## config.mk

```make
export PLATFORM = sky130hd
export DESIGN_NAME = bank_control_flat
export DESIGN_NICKNAME = d
export VERILOG_FILES = /design/src/rtl/bank_control_pkg.sv /design/src/rtl/bank_control_if.sv /design/src/rtl/bank_control_tick_edge_detect.sv /design/src/rtl/bank_control.sv /design/src/flat_wrapper.sv
export SDC_FILE = /design/constraint.sdc
export NUM_CORES = 1
export LEC_CHECK = 0
export CAP_MARGIN = 20
export CELL_PAD_IN_SITES_DETAIL_PLACEMENT = 0
export CELL_PAD_IN_SITES_GLOBAL_PLACEMENT = 1
export CORE_ASPECT_RATIO = 1.75
export CORE_MARGIN = 4
export CORE_UTILIZATION = 35
export CTS_CLUSTER_SIZE = 16
export DETAILED_ROUTE_END_ITERATION = 16
export PLACE_DENSITY = 0.8
export SLEW_MARGIN = 40
export SYNTH_ARGS = -nofsm -noshare
export SYNTH_HDL_FRONTEND = slang
export SYNTH_SLANG_ARGS = --single-unit
```

## constraint.sdc

```tcl
create_clock -name clk -period 5.1 [get_ports clk]
set_clock_uncertainty 0.05 [all_clocks]
set_input_delay 1.02 -clock clk [delete_from_list [all_inputs] [get_ports clk]]
set_output_delay 1.02 -clock clk [all_outputs]
set_load 0.005 [all_outputs]
```

## src/rtl/bank_control_pkg.sv

```systemverilog
// ============================================================================
// Module   : bank_control_pkg
// Brief    : Shared game constants and bank FSM state encodings.
// Revision : 1.0 - initial release
// ============================================================================
`default_nettype none

package bank_control_pkg;

    localparam logic [9:0] c_BASE_HEIGHT = 10'd30;
    localparam logic [9:0] c_SCREEN_W    = 10'd640;

    typedef enum logic [1:0] {
        IDLE     = 2'd0,
        DROPPING = 2'd1,
        DEPOSIT  = 2'd2,
        COOLDOWN = 2'd3
    } bank_state_t;

    function automatic int max_int(input int a, input int b);
        return (a > b) ? a : b;
    endfunction

endpackage

`default_nettype wire

```

## src/rtl/bank_control_if.sv

```systemverilog
// ============================================================================
// Module   : bank_control_if
// Brief    : Player/height-manager side signals of the bank controller.
// Revision : 1.0 - initial release
// ============================================================================
`default_nettype none

interface bank_control_if #(
    parameter int COUNT_W = 8
);
    logic               game_en;
    logic               drop_btn;
    logic [9:0]         player_x;
    logic [9:0]         current_height;
    logic               collision;
    logic               box_dropped_in;
    logic               drop_active;
    logic [9:0]         drop_offset;
    logic [COUNT_W-1:0] bank_count;

    modport master (
        output game_en, drop_btn, player_x, current_height, collision,
        input  box_dropped_in, drop_active, drop_offset, bank_count
    );

    modport slave (
        input  game_en, drop_btn, player_x, current_height, collision,
        output box_dropped_in, drop_active, drop_offset, bank_count
    );
endinterface

`default_nettype wire

```

## src/rtl/bank_control_tick_edge_detect.sv

```systemverilog
// ============================================================================
// Module   : tick_edge_detect
// Brief    : Rising-edge detector sampled only on slow-tick enables.
// Revision : 1.0 - initial release
// ============================================================================
`default_nettype none

module tick_edge_detect (
    input  wire logic clk,
    input  wire logic rst,
    input  wire logic i_en,
    input  wire logic i_din,
    output logic      o_rise
);
    logic r_q;

    always_ff @(posedge clk or negedge rst) begin
        if (!rst) begin
            r_q <= 1'b0;
        end else if (i_en) begin
            r_q <= i_din;
        end
    end

    assign o_rise = i_din & ~r_q;
endmodule

`default_nettype wire

```

## src/rtl/bank_control.sv

```systemverilog
// ============================================================================
// Module   : bank_control
// Brief    : Bank-zone drop FSM: animates a falling box, pulses
//            box_dropped_in and keeps the banked score.
// Macro    : BANK_COUNT_SAT_EN - bank_count saturates instead of wrapping.
// Revision : 1.0 - initial release
// ============================================================================
`default_nettype none

module bank_control
    import bank_control_pkg::*;
#(
    parameter logic [9:0] BASE_HEIGHT    = c_BASE_HEIGHT,
    parameter logic [9:0] BANK_X_MIN     = 10'd560,
    parameter logic [9:0] BANK_X_MAX     = 10'd639,
    parameter int         DROP_TICKS     = 16,
    parameter int         COOLDOWN_TICKS = 8,
    parameter int         COUNT_W        = 8
) (
    input  wire logic     clk,
    input  wire logic     rst,
    bank_control_if.slave bus
);
    localparam int              c_CNT_W     = max_int($clog2(max_int(DROP_TICKS, COOLDOWN_TICKS)), 1);
    localparam logic [9:0]      c_STEP      = 10'(BASE_HEIGHT / DROP_TICKS);
    localparam logic [c_CNT_W-1:0] c_DROP_LAST = c_CNT_W'(DROP_TICKS - 1);
    localparam logic [c_CNT_W-1:0] c_COOL_LAST = c_CNT_W'(COOLDOWN_TICKS - 1);

    bank_state_t          r_state, w_state_nxt;
    logic [c_CNT_W-1:0]   r_cnt, w_cnt_nxt;
    logic [COUNT_W-1:0]   r_bank_count, w_bank_count_nxt, w_bank_count_inc;
    logic                 r_box_dropped, r_drop_active;
    logic [9:0]           r_drop_offset, w_offset_nxt;
    logic [31:0]          w_offset_prod;
    logic                 w_press, w_in_zone, w_can_drop;

    tick_edge_detect u_btn_edge (
        .clk    (clk),
        .rst    (rst),
        .i_en   (bus.game_en),
        .i_din  (bus.drop_btn),
        .o_rise (w_press)
    );

    assign w_in_zone  = (bus.player_x >= BANK_X_MIN) && (bus.player_x <= BANK_X_MAX);
    assign w_can_drop = bus.current_height > BASE_HEIGHT;

`ifdef BANK_COUNT_SAT_EN
    assign w_bank_count_inc = (&r_bank_count) ? r_bank_count : r_bank_count + COUNT_W'(1);
`else
    assign w_bank_count_inc = r_bank_count + COUNT_W'(1);
`endif

    always_comb begin
        w_state_nxt      = r_state;
        w_cnt_nxt        = r_cnt;
        w_bank_count_nxt = r_bank_count;
        case (r_state)
            IDLE: begin
                if (w_press && w_in_zone && w_can_drop) begin
                    w_state_nxt = DROPPING;
                    w_cnt_nxt   = '0;
                end
            end
            DROPPING: begin
                // Losing the stack aborts the drop; leaving the zone does not.
                if (!w_can_drop) begin
                    w_state_nxt = IDLE;
                    w_cnt_nxt   = '0;
                end else if (r_cnt == c_DROP_LAST) begin
                    w_state_nxt = DEPOSIT;
                    w_cnt_nxt   = '0;
                end else begin
                    w_cnt_nxt = r_cnt + c_CNT_W'(1);
                end
            end
            DEPOSIT: begin
                if (!bus.collision) begin
                    w_state_nxt      = COOLDOWN;
                    w_cnt_nxt        = '0;
                    w_bank_count_nxt = w_bank_count_inc;
                end
            end
            COOLDOWN: begin
                if (r_cnt == c_COOL_LAST) begin
                    w_state_nxt = IDLE;
                    w_cnt_nxt   = '0;
                end else begin
                    w_cnt_nxt = r_cnt + c_CNT_W'(1);
                end
            end
            default: begin
                w_state_nxt = IDLE;
                w_cnt_nxt   = '0;
            end
        endcase
    end

    // Offset is registered from the next counter so it tracks the counter in DROPPING.
    assign w_offset_prod = 32'(w_cnt_nxt) * 32'(c_STEP);
    assign w_offset_nxt  = (w_state_nxt != DROPPING)           ? 10'd0 :
                           (w_offset_prod > 32'(BASE_HEIGHT))  ? BASE_HEIGHT :
                                                                 10'(w_offset_prod);

    always_ff @(posedge clk or negedge rst) begin
        if (!rst) begin
            r_state       <= IDLE;
            r_cnt         <= '0;
            r_bank_count  <= '0;
            r_box_dropped <= 1'b0;
            r_drop_active <= 1'b0;
            r_drop_offset <= 10'd0;
        end else if (bus.game_en) begin
            r_state       <= w_state_nxt;
            r_cnt         <= w_cnt_nxt;
            r_bank_count  <= w_bank_count_nxt;
            r_box_dropped <= (w_state_nxt == DEPOSIT);
            r_drop_active <= (w_state_nxt == DROPPING);
            r_drop_offset <= w_offset_nxt;
        end
    end

    assign bus.box_dropped_in = r_box_dropped;
    assign bus.drop_active    = r_drop_active;
    assign bus.drop_offset    = r_drop_offset;
    assign bus.bank_count     = r_bank_count;
endmodule

`default_nettype wire

```

## src/flat_wrapper.sv

```systemverilog
// flat-port wrapper written by rule: the top's interface ports become plain ports
module bank_control_flat import bank_control_pkg::*;
#(
    parameter logic [9:0] BASE_HEIGHT    = c_BASE_HEIGHT,
    parameter logic [9:0] BANK_X_MIN     = 10'd560,
    parameter logic [9:0] BANK_X_MAX     = 10'd639,
    parameter int         DROP_TICKS     = 16,
    parameter int         COOLDOWN_TICKS = 8,
    parameter int         COUNT_W        = 8
)
  (clk, rst, bus_game_en, bus_drop_btn, bus_player_x, bus_current_height, bus_collision, bus_box_dropped_in, bus_drop_active, bus_drop_offset, bus_bank_count);
  bank_control_if #(.COUNT_W(COUNT_W)) bus_i ();
  input  wire logic clk;
  input  wire logic rst;
  input wire logic [$bits(bus_i.game_en)-1:0] bus_game_en;
  input wire logic [$bits(bus_i.drop_btn)-1:0] bus_drop_btn;
  input wire logic [$bits(bus_i.player_x)-1:0] bus_player_x;
  input wire logic [$bits(bus_i.current_height)-1:0] bus_current_height;
  input wire logic [$bits(bus_i.collision)-1:0] bus_collision;
  output wire logic [$bits(bus_i.box_dropped_in)-1:0] bus_box_dropped_in;
  output wire logic [$bits(bus_i.drop_active)-1:0] bus_drop_active;
  output wire logic [$bits(bus_i.drop_offset)-1:0] bus_drop_offset;
  output wire logic [$bits(bus_i.bank_count)-1:0] bus_bank_count;
  assign bus_i.game_en = bus_game_en;
  assign bus_i.drop_btn = bus_drop_btn;
  assign bus_i.player_x = bus_player_x;
  assign bus_i.current_height = bus_current_height;
  assign bus_i.collision = bus_collision;
  assign bus_box_dropped_in = bus_i.box_dropped_in;
  assign bus_drop_active = bus_i.drop_active;
  assign bus_drop_offset = bus_i.drop_offset;
  assign bus_bank_count = bus_i.bank_count;
  bank_control #(.BASE_HEIGHT(BASE_HEIGHT), .BANK_X_MIN(BANK_X_MIN), .BANK_X_MAX(BANK_X_MAX), .DROP_TICKS(DROP_TICKS), .COOLDOWN_TICKS(COOLDOWN_TICKS), .COUNT_W(COUNT_W)) u_core (.clk(clk), .rst(rst), .bus(bus_i));
endmodule
```

==> results.yml, run 1 <==
status:
  status: "finished clean"
logic_synthesis:
  synth_cell_types: 49
  async_flop_share_pct: 100.0
  ys.flop_type: "dfrtp_1"
  ys_ff_latch: 21
  synth_area_um2: 1234
  synth-edff-count: 0
  syn_area_per_cell_um2: 10.54
  syn_inst: 117
  seq_area_frac_synth_pct: 42.60
  synth_warnings: 0
global_route:
  grt_pass1_wl_um: 4754
  antenna_found_initial: 0
  grt_util_met3_pct: 4.131
  first_global_vias: 1048
  grt_util_met2_pct: 23.98
  grt_max_degree: 22
  use_met1_pct: 14.46
  overflow: 0
  busiest_layer: "met2"
  grt_usage_pct: 13.89
routing:
  drt-initial-drc-count: 19
  wl_um: 2821
  vias_per_cell: 5.169
  avgRoutedWirePerCell_um: 14.47
  dr.pass1.iters: 4
  post-route-drc-count: 0
  postRouteAntennaNets: 0
  via_count: 1008
cts:
  clk_pin_slew_ns: 0.07
  cts-hold-fix-buffers: 0
  ctsResizeCount: 0
  cts_buffer_depth: 2
  cts_setup_buffers: 0
  cts-buffers-inserted: 3
  cts.sinks: 21
  htree_levels: 1
  root_buffer: "clkbuf_8"
  clk_latency_ns: 0.26
  tritoncts: "done"
floorplanning:
  row_count: 28
  io_pins: 45
  die_x_um: 52.88
  core_um2: 3398
  dieArea_um2: 4576
  initial_core_util_pct: 36.30
  fp.dieH_um: 86.54
cells_and_area:
  antennaDiodeCount: 0
  syn2layout_area_growth_pct: 31.34
  layout_common_cells: "clkdlybuf4s50_1 (33), dfrtp_1 (21), nor2_1 (12), conb_1 (6)"
  final_net_count: 178
  final_common_cell: "clkdlybuf4s50_1"
  final_cells: 195
  design_area_um2: 1620
  fin_util_pct: 47.68
  drive_gt1_share_pct: 13.33
worst_setup_path:
  worst-setup-path-type: "primary input to flop"
  path_max_fanout: 19
  reg2reg_from: "u_core.r_cnt[0]$_DFFE_PN0P_"
  required_ns: 5.20
  cp-end-kind: "flop"
  slowest_delay_ns: 0.93
  critPathLaunchType: "primary input"
  worstSetupStartpoint: "bus_game_en"
  path_cells: "clkdlybuf4s50_1 -> and4bb_4 -> and4_1 -> and3_2 -> nand3_2 -> xnor2_1"
  arrival_ns: 3.01
  crit_path_top_delay_cell: "clkdlybuf4s50_1"
  rrSetupSlack_ns: 3.23
pwr:
  seq_power_share_pct: 41.4
  power.clock.fraction_pct: 15.9
  p_comb_share_pct: 42.7
  p_int_uw: 435.9
  power.share.switching_pct: 36.82
  p_per_area_nw_per_um2: 425.8
  leakagePower_nw: 0.6636
  ir_worst_vdd_mv: 0.2436
  p_switching_uw: 254.0
timing:
  rsz0062_at_grt: "no"
  tightest_slew_ns: 0.7094
  fin_crit_sh_pct: 57.09
  post-route-min-period_ns: 2.912
  slew_headroom_pct: 52.56
  whs_ns: 0.4396
  setup_viol: 0
  max_freq_mhz: 343.4
  setup_tns_ns: 0
  final_hold_viol_count: 0
  drv_slew: 0
placement:
  io_buffers: 34
  placed_cell_area_um2: 1575
  post-place-cells: 191
  gp_congestion: 0.7423
  dp_hpwl_um: 2219
worst_hold_path:
  worstHoldPathType: "flop to flop"
  hold_start: "u_core.bus.bank_count[7]$_DFFE_PN0P_"
run:
  cap_violations: 0
-- worst max-delay path: cells and delay by family --
kind                   cells  cell delay [ns]
XOR/XNOR                   1             0.13
buffers and inverters      1             0.93
AND/OR/NAND/NOR            4             0.92
-- routing by layer --
metal  part of all wire [%]  wire length (um)
met1                     37              1032
met2                     52              1473
met3                    8.3               234
met4                    2.8                80
met5                      0                 0
-- path summary, 6_finish.rpt --
kind | to | cells after the start
max | u_core.bus.bank_count[7]$_DFFE_PN0P_ | 6
min in group asynchronous | u_core.bus.drop_offset[0]$_DFFE_PN0P_ | 1
max in group asynchronous | u_core.r_state[0]$_DFFE_PN0P_ | 1
min reg2reg | u_core.bus.bank_count[7]$_DFFE_PN0P_ | 1
min | u_core.bus.bank_count[7]$_DFFE_PN0P_ | 1
max reg2reg | u_core.bus.drop_offset[3]$_DFFE_PN0P_ | 6
-- state kept, by name, indices dropped and copies added, names as in the netlist --
| name | count |
|---|---|
| u_core.bus.bank_count | 8 |
| u_core.bus.drop_offset | 4 |
| u_core.r_cnt | 4 |
| u_core.r_state | 2 |
| u_core.bus.box_dropped_in | 1 |
| u_core.bus.drop_active | 1 |
| u_core.u_btn_edge.r_q | 1 |
-- stage by stage --
stage                     setup slack, ns  power [mW]
after CTS                           2.152      0.6979
final                               2.188      0.6899
after detailed placement            1.881      0.5857
after global placement              1.886      0.5780
after floorplan                     2.883      0.4669
after global routing                2.039      0.7523
-- power by group through the flow --
stage	registers, mW	clock network, mW	logic (mW)
floorplan	0.266	0	0.201
global placement	0.286	0	0.292
detailed placement	0.288	0	0.298
CTS	0.286	0.113	0.300
global route	0.297	0.125	0.330
finish	0.286	0.110	0.294
-- cell families after synthesis --
logic type | Yosys count | share of synthesized area [%]
buffers and inverters | 15 | 7.099
xor gates and xnor gates | 7 | 4.970
and+or+nand+nor | 39 | 18.87
adders and majority gates | 2 | 2.028
other | 1 | 0.3040
AOI/OAI and AO/OA | 29 | 21.50
muxes | 3 | 2.637
DFF | 21 | 42.60
-- layout make-up --
class	count	area [um2]
inverters	5	18.77
clock buffers	4	45.04
multi-input cells	86	639.4
flip-flops and latches	21	525.5
well taps	45	56.30
repair buffers	34	335.3
fillers	333	1778
-- synthesized netlist by cell type, types with 2 or more instances --
| library cell | n | share of area (%) |
|---|---|---|
| a211oi_2 | 2 | 2.0 |
| a21oi_1 | 3 | 1.2 |
| a31oi_1 | 2 | 1.0 |
| buf_4 | 8 | 4.9 |
| dfrtp_1 | 21 | 43 |
| ha_1 | 2 | 2.0 |
| inv_1 | 3 | 0.91 |
| inv_2 | 2 | 0.61 |
| mux2_1 | 2 | 1.8 |
| nand2_1 | 5 | 1.5 |
| nand3_1 | 3 | 1.2 |
| nand3_2 | 2 | 1.6 |
| nor2_1 | 12 | 3.7 |
| nor2b_1 | 2 | 1.0 |
| nor3_1 | 3 | 1.2 |
| o211a_1 | 2 | 1.6 |
| o21ai_1 | 5 | 2.0 |
| o2bb2ai_1 | 2 | 1.4 |
| xnor2_1 | 4 | 2.8 |
| xor2_1 | 3 | 2.1 |
Power figures use the tool's default switching activity.
==> run 2: changes to the inputs <==
CORE_UTILIZATION = 30   (was 35)
PLACE_DENSITY = 0.73   (was 0.8)
clock period = 2.3 ns   (was 5.1 ns; I/O delays follow)
==> results.yml, run 2 (synthesis results as in run 1) <==
cells_and_area:
  final_net_count: 182
  final_common_cell: "clkdlybuf4s50_1"
  largest_reg_flops: 8
  drive_gt1_share_pct: 14.94
  syn2layout_area_growth_pct: 34.48
  multiInputGateArea_um2: 639.4
  n_fill_cell: 408
  antennaDiodeCount: 0
  layout_common_cells: "clkdlybuf4s50_1 (34), dfrtp_1 (21), nor2_1 (12), conb_1 (6)"
  regArea_um2: 525.5
placement:
  io_buffers: 34
  place_ws_ns: 0.03148
  dp_hpwl_um: 2252
  gp_congestion: 0.8474
timing:
  final_hold_viol_count: 0
  setup_slack_ns: 0.3297
  fin_crit_sh_pct: 85.66
  setup_tns_ns: 0
  drv_slew: 0
  post-route-min-period_ns: 1.970
  max_freq_mhz: 507.5
  setup_viol: 0
  rsz0062_at_grt: "no"
floorplanning:
  dieArea_um2: 5243
  fp.dieH_um: 92.83
  io_pins: 45
  initial_core_util_pct: 31.30
  core_um2: 3941
  die_x_um: 56.48
  row_count: 30
pwr:
  power.clock.fraction_pct: 15.4
  p_switching_uw: 554.7
  p_per_area_nw_per_um2: 920.1
  p_int_uw: 971.8
  ir_worst_vdd_mv: 0.5070
  seq_power_share_pct: 41.7
  leakagePower_nw: 0.6834
  power.share.switching_pct: 36.34
  p_comb_share_pct: 42.9
cts:
  tritoncts: "done"
  ctsResizeCount: 0
  cts_setup_buffers: 0
  clk_latency_ns: 0.25
  cts_buffer_depth: 2
  htree_levels: 1
  cts-hold-fix-buffers: 0
  cts.sinks: 21
  cts-buffers-inserted: 3
  clk_pin_slew_ns: 0.07
  root_buffer: "clkbuf_8"
status:
  status: "finished clean"
routing:
  wl_um: 2766
  postRouteAntennaNets: 0
  avgRoutedWirePerCell_um: 13.69
  drt-initial-drc-count: 14
  via_count: 1018
  vias_per_cell: 5.040
  dr.pass1.iters: 4
  post-route-drc-count: 0
global_route:
  first_global_vias: 1095
  antenna_found_initial: 0
  overflow: 0
  grt_max_degree: 22
  grt_pass1_wl_um: 4836
  grt_usage_pct: 11.42
worst_setup_path:
  cp-end-kind: "flop"
  path_max_fanout: 7
  path_cells: "clkdlybuf4s50_1 -> nor3_4 -> o211ai_4 -> a211oi_2 -> nand2_1 -> a311oi_1"
  required_ns: 2.40
  reg2reg_from: "u_core.r_cnt[0]$_DFFE_PN0P_"
  worst-setup-path-type: "primary input to flop"
  worstSetupStartpoint: "bus_current_height[9]"
  critPathLaunchType: "primary input"
  slowest_delay_ns: 0.44
  crit_path_top_delay_cell: "clkdlybuf4s50_1"
  arrival_ns: 2.07
worst_hold_path:
  worstHoldPathType: "flop to flop"
  hold_start: "u_core.bus.bank_count[7]$_DFFE_PN0P_"
run:
  cap_violations: 0
[run 2: cell count changes in the layout (fill, tap and decap cells not counted), sizes merged]
cell and change:
buf +3, clkdlybuf4s50 +1
[run 2: cell type report]
type | instances | share of cell area, %
multi-input cells | 86 | 38.54
flip-flops and latches | 21 | 31.67
repair buffers | 38 | 22.32
well taps | 48 | 3.620
clock buffers | 4 | 2.715
inverters | 5 | 1.131
[run 2: path summary, 6_finish.rpt]
check	to	slack, ns	cells past startpoint
min reg2reg	u_core.bus.bank_count[7]$_DFFE_PN0P_	0.44	1
min	u_core.bus.bank_count[7]$_DFFE_PN0P_	0.44	1
max	u_core.bus.drop_offset[1]$_DFFE_PN0P_	0.33	6
max reg2reg	u_core.bus.drop_offset[3]$_DFFE_PN0P_	0.41	6
max in group asynchronous	u_core.u_btn_edge.r_q$_DFFE_PN0P_	1.50	2
min in group asynchronous	u_core.bus.drop_offset[3]$_DFFE_PN0P_	0.49	2
[run 2: per-stage QoR]
stage               utilization, %  instances  area, um2  hold WS [ns]  power, mW
floorplan                        -        122       1252        0.1144      1.035
global placement             40.95        198       1614        0.4160      1.287
detailed placement           40.95        198       1614        0.4362      1.305
CTS                          42.10        202       1659        0.4461      1.548
global route                 42.10        202       1659        0.4920      1.657
finish                       42.10        202       1659        0.4375      1.527
[run 2: power groups by stage]
stage | clock network, mW | logic [mW] | registers [mW]
after floorplan | 0 | 0.446 | 0.590
after global placement | 0 | 0.651 | 0.636
after detailed placement | 0 | 0.664 | 0.641
after global routing | 0.262 | 0.728 | 0.666
after CTS | 0.247 | 0.666 | 0.635
final | 0.235 | 0.655 | 0.636
[run 2: layer usage]
| metal | GRT usage [%] | vias up | wire (um) |
|---|---|---|---|
| li1 | - | 489 | - |
| met2 | 19.79 | 37 | 1428 |
| met1 | 12.64 | 484 | 1068 |
| met4 | 5.941 | 0 | 90 |
| met5 | 0 | - | 0 |
| met3 | 2.650 | 8 | 178 |
[run 2: critical path, delay by kind of cell]
kind | cells | cell delay [ns]
AOI/OAI and AO/OA | 3 | 0.82
buffers and inverters | 1 | 0.44
and+or+nand+nor | 2 | 0.33
